**src/rtl/div_pkg.sv**
```systemverilog
// Shared types and constants for the divider operand sequencer slice.
package div_pkg;

  localparam int DIV_W = 8;

  typedef enum logic {
    IDLE   = 1'b0,
    SETTLE = 1'b1
  } state_t;

  typedef struct packed {
    logic [DIV_W-1:0] quo;
    logic [DIV_W-1:0] rem;
    logic             dz;
    logic             ovf;
  } result_t;

endpackage

```
**src/rtl/div_result_fifo.sv**
```systemverilog
// Synchronous result FIFO, DEPTH entries of result_t (DEPTH a power of 2).
// Pointers wrap naturally at the pointer width; count is one bit wider.
module div_result_fifo
  import div_pkg::*;
#(
  parameter int DEPTH = 2
) (
  input  logic                       clk,
  input  logic                       rst,
  input  logic                       push,
  input  result_t                    din,
  input  logic                       pop,
  output result_t                    dout,
  output logic                       full,
  output logic                       empty,
  output logic [$clog2(DEPTH):0]     count
);

  localparam int AW = $clog2(DEPTH);
  localparam int NW = AW + 1;

  result_t        mem [DEPTH];
  logic [AW-1:0]  wptr;
  logic [AW-1:0]  rptr;
  logic           do_push;
  logic           do_pop;

  assign full    = (count == NW'(DEPTH));
  assign empty   = (count == '0);
  assign do_push = push & ~full;
  assign do_pop  = pop & ~empty;
  assign dout    = mem[rptr];

  // Storage array: written at the tail on every accepted push.
  always_ff @(posedge clk) begin
    if (do_push) begin
      mem[wptr] <= din;
    end
  end

  // Pointer and occupancy bookkeeping; push and pop together leave count unchanged.
  always_ff @(posedge clk or posedge rst) begin
    if (rst) begin
      wptr  <= '0;
      rptr  <= '0;
      count <= '0;
    end else begin
      if (do_push) begin
        wptr <= wptr + 1'b1;
      end
      if (do_pop) begin
        rptr <= rptr + 1'b1;
      end
      case ({do_push, do_pop})
        2'b10:   count <= count + 1'b1;
        2'b01:   count <= count - 1'b1;
        default: count <= count;
      endcase
    end
  end

endmodule

```
**src/rtl/div_operand_sequencer.sv**
```systemverilog
// Clocked front/back end for the combinational signed restoring divider.
// Accepts one operand pair at a time, holds it on div_q/div_m for SETTLE_CYCLES,
// then captures quotient/remainder and flags into a small output FIFO.
// Optional feature: define DIV_ZERO_TRAP_EN to replace divide-by-zero results
// with quo=0, rem=dividend, dz=1.
module div_operand_sequencer
  import div_pkg::*;
#(
  parameter int SETTLE_CYCLES = 1,
  parameter int OUT_DEPTH     = 2
) (
  input  logic             clk,
  input  logic             rst,
  input  logic             in_valid,
  output logic             in_ready,
  input  logic [DIV_W-1:0] in_dividend,
  input  logic [DIV_W-1:0] in_divisor,
  output logic [DIV_W-1:0] div_q,
  output logic [DIV_W-1:0] div_m,
  input  logic [DIV_W-1:0] div_quo,
  input  logic [DIV_W-1:0] div_rem,
  output logic             out_valid,
  input  logic             out_ready,
  output logic [DIV_W-1:0] out_quo,
  output logic [DIV_W-1:0] out_rem,
  output logic             out_dz,
  output logic             out_ovf,
  output logic             busy
);

  localparam int CW = $clog2(SETTLE_CYCLES + 1);
  localparam int NW = $clog2(OUT_DEPTH) + 1;

  state_t          state;
  logic [CW-1:0]   cnt;
  result_t         cap;
  result_t         head;
  logic            accept;
  logic            capture;
  logic            fifo_push;
  logic            fifo_pop;
  logic            fifo_full;
  logic            fifo_empty;
  logic [NW-1:0]   fifo_count;

  assign in_ready  = ~rst & (state == IDLE) & (fifo_count < NW'(OUT_DEPTH));
  assign accept    = in_valid & in_ready;
  assign capture   = (state == SETTLE) && (cnt == '0);
  assign fifo_push = capture & ~fifo_full;
  assign out_valid = ~fifo_empty;
  assign fifo_pop  = out_valid & out_ready;
  assign busy      = (state != IDLE);

  assign out_quo = head.quo;
  assign out_rem = head.rem;
  assign out_dz  = head.dz;
  assign out_ovf = head.ovf;

  // Build the entry to capture from the held operands and the divider outputs.
  always_comb begin
    cap.quo = div_quo;
    cap.rem = div_rem;
    cap.dz  = 1'b0;
    cap.ovf = (div_q == 8'h80) && (div_m == 8'hFF);
`ifdef DIV_ZERO_TRAP_EN
    if (div_m == '0) begin
      cap.quo = '0;
      cap.rem = div_q;
      cap.dz  = 1'b1;
    end
`else
`endif
  end

  // Sequencer FSM: latch operands on accept, count down the settle time, then return to IDLE.
  always_ff @(posedge clk or posedge rst) begin
    if (rst) begin
      state <= IDLE;
      cnt   <= '0;
      div_q <= '0;
      div_m <= '0;
    end else begin
      case (state)
        IDLE: begin
          if (accept) begin
            div_q <= in_dividend;
            div_m <= in_divisor;
            cnt   <= CW'(SETTLE_CYCLES - 1);
            state <= SETTLE;
          end
        end
        SETTLE: begin
          if (cnt == '0) begin
            state <= IDLE;
          end else begin
            cnt <= cnt - 1'b1;
          end
        end
        default: state <= IDLE;
      endcase
    end
  end

  div_result_fifo #(
    .DEPTH(OUT_DEPTH)
  ) u_fifo (
    .clk   (clk),
    .rst   (rst),
    .push  (fifo_push),
    .din   (cap),
    .pop   (fifo_pop),
    .dout  (head),
    .full  (fifo_full),
    .empty (fifo_empty),
    .count (fifo_count)
  );

endmodule

```
**config.mk**
```make
export PLATFORM = sky130hd
export DESIGN_NAME = div_operand_sequencer
export DESIGN_NICKNAME = d
export VERILOG_FILES = /design/src/rtl/div_pkg.sv /design/src/rtl/div_result_fifo.sv /design/src/rtl/div_operand_sequencer.sv
export SDC_FILE = /design/constraint.sdc
export NUM_CORES = 1
export LEC_CHECK = 0
export ABC_CLOCK_PERIOD_IN_PS = 1900
export BUFFER_PORTS_ARGS = -buffer_cell sky130_fd_sc_hd__buf_2
export CELL_PAD_IN_SITES_DETAIL_PLACEMENT = 0
export CELL_PAD_IN_SITES_GLOBAL_PLACEMENT = 1
export CORE_MARGIN = 4
export CORE_UTILIZATION = 40
export DETAILED_ROUTE_END_ITERATION = 8
export PLACE_DENSITY_LB_ADDON = 0.1
export SLEW_MARGIN = 10
export SYNTH_ARGS = -nofsm -noshare
export SYNTH_HDL_FRONTEND = slang
export SYNTH_SLANG_ARGS = --single-unit
```
**constraint.sdc**
```tcl
create_clock -name clk -period 1.9 [get_ports clk]
set_input_delay 0.285 -clock clk [delete_from_list [all_inputs] [get_ports clk]]
set_output_delay 0.285 -clock clk [all_outputs]
set_load 0.1 [all_outputs]
```
==> results of run 1 <==
==> sequential cells by signal, summed over array words and instances (netlist names) <==
name	cells
u_fifo.wptr	1
div_m	8
div_q	8
u_fifo.mem	34
u_fifo.rptr	1
busy	1
u_fifo.count	2
==> critical path, stage by stage (launching register included) <==
cell,delay [ns]
dfrtp_2,0.48
buf_12,0.17
mux2_2,0.37
buf_12,0.17
==> final cells by class <==
type / instances / area share (%)
Clock inverter: 2 / 0.4200
Tap cell: 70 / 2.940
Clock buffer: 6 / 2.436
Inverter: 3 / 0.3780
Multi-Input combinational cell: 54 / 18.98
Sequential cell: 55 / 52.08
Timing Repair Buffer: 75 / 22.76
==> worst paths after layout <==
check	startpoint	end	slack, ns	cells past startpoint
worst max-delay path	u_fifo.rptr	out_quo[7]	0.13	3
worst min register to register	u_fifo.wptr	u_fifo.wptr	0.52	1
worst max register to register	u_fifo.count[0]	u_fifo.count[1]	0.29	5
max in group asynchronous	rst	busy	1.16	2
min in group clk	div_quo[5]	u_fifo.mem[0][14]	0.17	1
worst min-delay path	rst	u_fifo.count[1]	0.16	2
==> timing repair <==
item | 4_1_cts | 5_1_grt
setup endpoints to repair | 0 | 11
resized for setup | 0 | 1
endpoints found under the hold margin | 0 | 0
==> metal layers <==
layer	share of wire (%)	wire (µm)	track usage [%]	vias up
met5	0	0	0	-
met4	0.54	21	3.488	0
met3	6.1	237	4.276	2
met2	54	2122	23.13	45
met1	39	1533	14.21	581
li1	-	-	-	579
==> placed cells by master, fill, tap and decap left out <==
cell	n
buf_2	54
edfxtp_1	34
mux2_2	24
buf_12	20
dfrtp_1	19
mux2_4	9
clkbuf_8	5
xnor2_1	4
inv_1	3
nor2_1	2
nand4b_1	2
nor2_2	2
nor3_4	1
and2_4	1
or2_2	1
and2_1	1
o21ai_0	1
nor4b_1	1
nand4_1	1
nor3_1	1
xor2_1	1
ha_1	1
conb_1	1
dfrtp_4	1
clkinv_4	1
clkinv_1	1
clkbuf_1	1
buf_4	1
dfrtp_2	1
==> synthesized netlist by cell type <==
master / n / area (µm²)
buf_4: 1 / 7.510
and2_4: 1 / 8.760
buf_12: 2 / 40.04
buf_2: 2 / 10.01
xnor2_1: 4 / 35.03
or2_2: 1 / 6.260
ha_1: 1 / 12.51
edfxtp_1: 34 / 1021
xor2_1: 1 / 8.760
nor4b_1: 1 / 8.760
conb_1: 1 / 3.750
nor3_2: 1 / 10.01
o21ai_0: 1 / 5.000
mux2_2: 24 / 270.3
and2_1: 1 / 6.260
nand4_1: 1 / 6.260
nor3_1: 1 / 5.000
dfrtp_1: 21 / 525.5
nor2_1: 4 / 15.01
inv_1: 3 / 11.26
mux2_4: 9 / 135.1
nand4b_1: 2 / 17.52
==> cells by family (layout without fill, tap and decap cells) <==
family / after synthesis / count (layout)
DFF: 55 / 55
muxes: 33 / 33
and+or+nand+nor: 13 / 13
buffers and inverters: 8 / 86
xor gates and xnor gates: 5 / 5
adders and majority gates: 1 / 1
other: 1 / 1
AOI/OAI and AO/OA: 1 / 1
==> through the flow <==
stage / std cells / hold slack [ns] / utilization (%) / area (µm²)
6_report: 265 / 0.1612 / 57.60 / 2979
5_1_grt: 265 / 0.1433 / 57.60 / 2979
4_1_cts: 265 / 0.1568 / 57.57 / 2978
3_5_place_dp: 257 / 0.4768 / 55.93 / 2893
3_3_place_gp: 257 / 0.4737 / 55.93 / 2893
2_1_floorplan: 117 / 0.2615 / - / 2185
==> flow_summary.ini, run 1 <==
[status]
status = complete, no violations

[timing]
skew_ns = 0.005702
max_freq_mhz = 564.9
hold_viol_final = 0
tns_ns = 0
min_period_ns = 1.770
layout_worst_path_cycle_share_pct = 93.17
rsz0062_at_grt = false
setup_ws_ns = 0.1298
drv_slew = 0
slew_headroom_pct = 46.13
setup_viol = 0
tightest_slew_ns = 0.8072

[clocking]
cts_sinks = 55
cts_setup_buffers = 0
clkTransAtPathRegs_ns = 0.09
cts-root-buf = clkbuf_8
clock_latency_ns = 0.30
cts_htree_levels = 2
tritoncts = done
holdBufCountCts = 0
max-clock-path-buffers = 2
numCtsBuffers = 5

[floorplan]
core_area_um2 = 5172
die_area_um2 = 6666
die_w_um = 81.65
ios = 73
rows = 26
initial_core_util_pct = 41.94
die_h_um = 81.65

[layout]
fill_cells = 408
drive_gt1_share_pct = 62.05
multiInputGateArea_um2 = 565.5
area_growth_pct = 37.31
antenna_cells = 0
final-seq-area_um2 = 1551
nets = 231

[synth]
synthAdderAreaFrac_pct = 0.5767
syn_inst = 117
synth_top_family_by_area = multiplexers
yosys.area_share.simple_pct = 3.864
netlist_area_um2 = 2170
ys_seq_area_share_pct = 71.28
synth_area_per_cell_um2 = 18.54
synth_fp_nets = 154
postSynthRegisterBits = 55
synthDistinctLibCells = 22
muxShareOfSynthArea_pct = 18.69
yosys_warnings = 0
synthXorXnorAreaFrac_pct = 2.018
synth-compound-area-share_pct = 0.2307

[global_routing]
grt_usage_pct = 12.74
grt_pass1_vias = 1315
grt_max_degree = 22
grt_pass1_wl_mm = 6.237
grt-ovfl-total = 0
antenna_found_initial = 0

[critical_path]
worstSetupPathType = reg -> out
cp.arrival_ns = 1.49
start_kind = register
end_kind = primary output
cp.required_ns = 1.62
crit_fanout = 12

[detailed_routing]
vias_per_cell = 4.555
vias = 1207
drcViolationCount = 0
drt-initial-drc-count = 24
wl_mm = 3.914
dr.pass1.iters = 4
routedWlPerCell_um = 14.77
drtAntennaViolNets = 0

[placed_design]
dp_hpwl_mm = 3.067
io_buffers = 71
dpl_worst_slack_ns = 0.3030
gp_congestion = 0.6624

[worst_hold_path]
hold_class = in -> async

[run]
max_cap_viol_count = 0
Power of run 1 is not shown: default switching activity piles up to over one toggle a cycle in this logic, so the estimate is an artifact.
==> run 2, diff against run 1 <==
--- a/config.mk
+++ b/config.mk
@@ -13,6 +13,7 @@
 export CORE_UTILIZATION = 40
 export DETAILED_ROUTE_END_ITERATION = 8
 export PLACE_DENSITY_LB_ADDON = 0.1
+export SETUP_SLACK_MARGIN = 0.4
 export SLEW_MARGIN = 10
 export SYNTH_ARGS = -nofsm -noshare
 export SYNTH_HDL_FRONTEND = slang
==> flow_summary.ini, run 2 (synthesis results as in run 1) <==
[floorplan]
die_h_um = 81.65
initial_core_util_pct = 41.94
die_area_um2 = 6666
rows = 26
ios = 73
die_w_um = 81.65
core_area_um2 = 5172

[detailed_routing]
drt-initial-drc-count = 59
vias_per_cell = 4.673
wl_mm = 4.436
drcViolationCount = 0
drtAntennaViolNets = 0
dr.pass1.iters = 4
routedWlPerCell_um = 15.96
vias = 1299

[global_routing]
grt_pass1_vias = 1372
grt_max_degree = 22
grt-ovfl-total = 0
antenna_found_initial = 0
grt_pass1_wl_mm = 6.458
grt_usage_pct = 13.19

[layout]
top_register = u_fifo.mem
area_growth_pct = 48.67
fill_cells = 395
mostFrequentLayoutCells = buf_2 (52), edfxtp_1 (34), mux2_4 (24)
fin_util_pct = 62.36
nets = 244
layout_commonest_cell = buf_2
antenna_cells = 0
largest_reg_flops = 34
top_regs = u_fifo.mem: 34 flops, div_m: 8 flops, div_q: 8 flops
drive_gt1_share_pct = 67.31

[critical_path]
cp_slowest_cell = dfrtp_2
crit_chain = clkbuf_16 > mux2_4 > buf_12
worstSetupPathDepth = 3
crit_fanout = 8
end_kind = primary output
start_kind = register
cp_top_family = flip-flops
cp.required_ns = 1.62
cp_num_buf_inv = 2
reg2regPathDepth = 4
max_stage_delay_ns = 0.47
cp.arrival_ns = 1.44
worstSetupPathType = reg -> out

[clocking]
cts_htree_levels = 2
cts-root-buf = clkbuf_8
clkTransAtPathRegs_ns = 0.09
numCtsBuffers = 5
tritoncts = done
cts_sinks = 55
max-clock-path-buffers = 2
clock_latency_ns = 0.30

[timing]
slew_headroom_pct = 48.29
setup_ws_ns = 0.1709
max_freq_mhz = 578.3
drv_slew = 0
holdWs_ns = 0.1426
rsz0062_at_grt = true
layout_worst_path_cycle_share_pct = 91.01
tns_ns = 0
hold_viol_final = 0
min_period_ns = 1.729
skew_ns = 0.002522
setup_viol = 0
tightest_slew_ns = 0.7749

[run]
max_cap_viol_count = 0

[placed_design]
dpl_worst_slack_ns = 0.3432
io_buffers = 71
dp_hpwl_mm = 3.002
gp_congestion = 0.7272

[worst_hold_path]
hold_class = in -> async

[status]
status = complete, no violations
==> run 2: cell types whose count changed in the layout (fill, tap and decap cells not counted), sizes merged <==
cell	change
clkinv	-2
clkinvlp	+2
and2	+2
clkbuf	+1
buf	+10
==> run 2: cell type report <==
class	instances	area (µm²)	area share, %
Clock inverter	2	12.51	0.3879
Clock buffer	6	72.57	2.250
Tap cell	70	87.58	2.715
Inverter	3	11.26	0.3491
Sequential cell	55	1553	48.14
Timing Repair Buffer	86	812.0	25.17
Multi-Input combinational cell	56	676.9	20.99
==> run 2: metal layers <==
metal	track usage (%)	part of all wire, %
met3	4.496	7.9
met1	14.94	37
met4	5.316	0.90
met5	0	0
met2	22.80	54
==> run 2: timing repair <==
action / 4_1_cts / 5_1_grt
gates resized for setup: 8 / 16
hold endpoints to repair: 0 / 0
gates cloned: 0 / 3
pin swaps: 6 / 5
buffers inserted: 7 / 5
endpoints found under the setup margin: 54 / 36
hold buffers: 0 / 0
==> run 2: through the flow <==
stage | instances | instance area [µm²]
4_1_cts | 270 | 3089
2_1_floorplan | 117 | 2235
5_1_grt | 278 | 3226
3_3_place_gp | 255 | 2900
6_report | 278 | 3226
3_5_place_dp | 255 | 2900
==> run 2: worst paths after layout <==
check,from,endpoint,slack [ns]
worst max-delay path,u_fifo.rptr,out_rem[1],0.17
worst min-delay path,rst,u_fifo.count[1],0.14
worst max register to register,u_fifo.count[1],div_m[3],0.37
worst min register to register,div_m[7],div_m[7],0.54
max in group asynchronous,rst,busy,1.20
min in group clk,div_rem[3],u_fifo.mem[0][4],0.17
Power of run 2 is left out for the same reason.
==> run 3, diff against run 2 <==
--- a/config.mk
+++ b/config.mk
@@ -9,7 +9,6 @@
 export BUFFER_PORTS_ARGS = -buffer_cell sky130_fd_sc_hd__buf_2
 export CELL_PAD_IN_SITES_DETAIL_PLACEMENT = 0
 export CELL_PAD_IN_SITES_GLOBAL_PLACEMENT = 1
-export CORE_MARGIN = 4
 export CORE_UTILIZATION = 40
 export DETAILED_ROUTE_END_ITERATION = 8
 export PLACE_DENSITY_LB_ADDON = 0.1
==> flow_summary.ini, run 3 (synthesis results as in run 1) <==
[timing]
drv_slew = 0
hold_viol_final = 0
min_period_ns = 1.716
layout_worst_path_cycle_share_pct = 90.32
max_freq_mhz = 582.7
rsz0062_at_grt = true
skew_ns = 0.005628
setup_viol = 0

[clocking]
cts_sinks = 55
numCtsBuffers = 5
clkTransAtPathRegs_ns = 0.09
max-clock-path-buffers = 2
holdBufCountCts = 0
cts-root-buf = clkbuf_8
cts_htree_levels = 2
clock_latency_ns = 0.30
tritoncts = done

[placed_design]
io_buffers = 71
dp_hpwl_mm = 2.819
placed_cells = 256
gp_congestion = 0.7361

[floorplan]
core_area_um2 = 5172
rows = 26
die_w_um = 75.65
initial_core_util_pct = 41.94
die_area_um2 = 5722
die_h_um = 75.65
ios = 73

[critical_path]
cp_slowest_cell = dfrtp_2
cp_num_buf_inv = 2
cp.required_ns = 1.62
end_kind = primary output
cp_top_family = flip-flops
max_stage_delay_ns = 0.46
start_kind = register
cp.arrival_ns = 1.43
worstSetupPathType = reg -> out
crit_fanout = 8
crit_chain = clkbuf_16 > mux2_4 > buf_12

[layout]
largest_reg_flops = 34
finalNonFillerCells = 274
antenna_cells = 0
top_regs = u_fifo.mem: 34 flops, div_m: 8 flops, div_q: 8 flops
layout_commonest_cell = buf_2
top_register = u_fifo.mem
mostFrequentLayoutCells = buf_2 (52), edfxtp_1 (34), buf_12 (22)
area_growth_pct = 46.66
drive_gt1_share_pct = 66.67
nets = 240

[detailed_routing]
wl_met3_um = 314
top_layer_used = met4
wl_mm = 4.187
dr_wl_met2_mm = 2.170
vias = 1278
met1_length_mm = 1.654
drcViolationCount = 0
routedWlPerCell_um = 15.28
vias_per_cell = 4.664
dr.pass1.iters = 4
drt-initial-drc-count = 57
drtAntennaViolNets = 0

[global_routing]
grt_pass1_wl_mm = 6.258
grt_usage_pct = 15.20
grt_max_degree = 18
antenna_found_initial = 0
grt_pass1_vias = 1283
grt-ovfl-total = 0

[worst_hold_path]
hold_class = in -> async

[status]
status = complete, no violations

[run]
max_cap_viol_count = 0
-- run 3: cell count changes in the layout (fill, tap and decap cells not counted), moves of 2 or more --
cell | previous run | this run
buf_4 | 10 | 6
mux2_2 | 9 | 15
mux2_4 | 24 | 18
clkinv_1 | 0 | 2
-- run 3: per-layer routing --
metal	GRT usage (%)	up-vias
met5	0	-
met4	4.938	0
met3	5.952	7
met2	25.50	50
met1	18.06	619
li1	-	602
-- run 3: repair_timing --
item                       4_1_cts  5_1_grt
gates resized for setup          8        9
setup endpoints to repair       54       38
cloned                           0        3
pin swaps                        4        6
buffers inserted                 5        2
-- run 3: final cells by class --
| class | instances | area [µm²] |
|---|---|---|
| timing repair buffer | 82 | 785.8 |
| fill | 388 | 1991 |
| tap | 70 | 87.58 |
| multi-input combinational | 56 | 663.1 |
| clock inverter | 2 | 7.507 |
| inverter | 3 | 11.26 |
| sequential | 55 | 1554 |
| clock buffer | 6 | 72.57 |
-- run 3: final timing paths --
kind,from,slack (ns),depth (start not counted),endpoint
hold reg to reg,div_q[0],0.54,1,div_q[0]
hold / removal,rst,0.006,2,busy
max in group asynchronous,rst,1.39,3,div_m[6]
min in group clk,div_rem[5],0.17,1,u_fifo.mem[0][6]
setup reg to reg,busy,0.42,3,div_q[1]
setup / recovery,u_fifo.rptr,0.18,3,out_quo[6]
-- run 3: through the flow --
stage	area [µm²]	hold WS, ns	util (%)	setup slack, ns	TNS [ns]
2_1_floorplan	2235	0.2615	-	-0.4639	-6.842
3_3_place_gp	2908	0.3381	56.22	0.3934	0
6_report	3182	0.005924	61.51	0.1840	0
3_5_place_dp	2908	0.3370	56.22	0.3494	0
5_1_grt	3182	0.01900	61.51	0.1353	0
4_1_cts	3089	0.007526	59.72	0.1553	0
Power of run 3 is left out for the same reason.
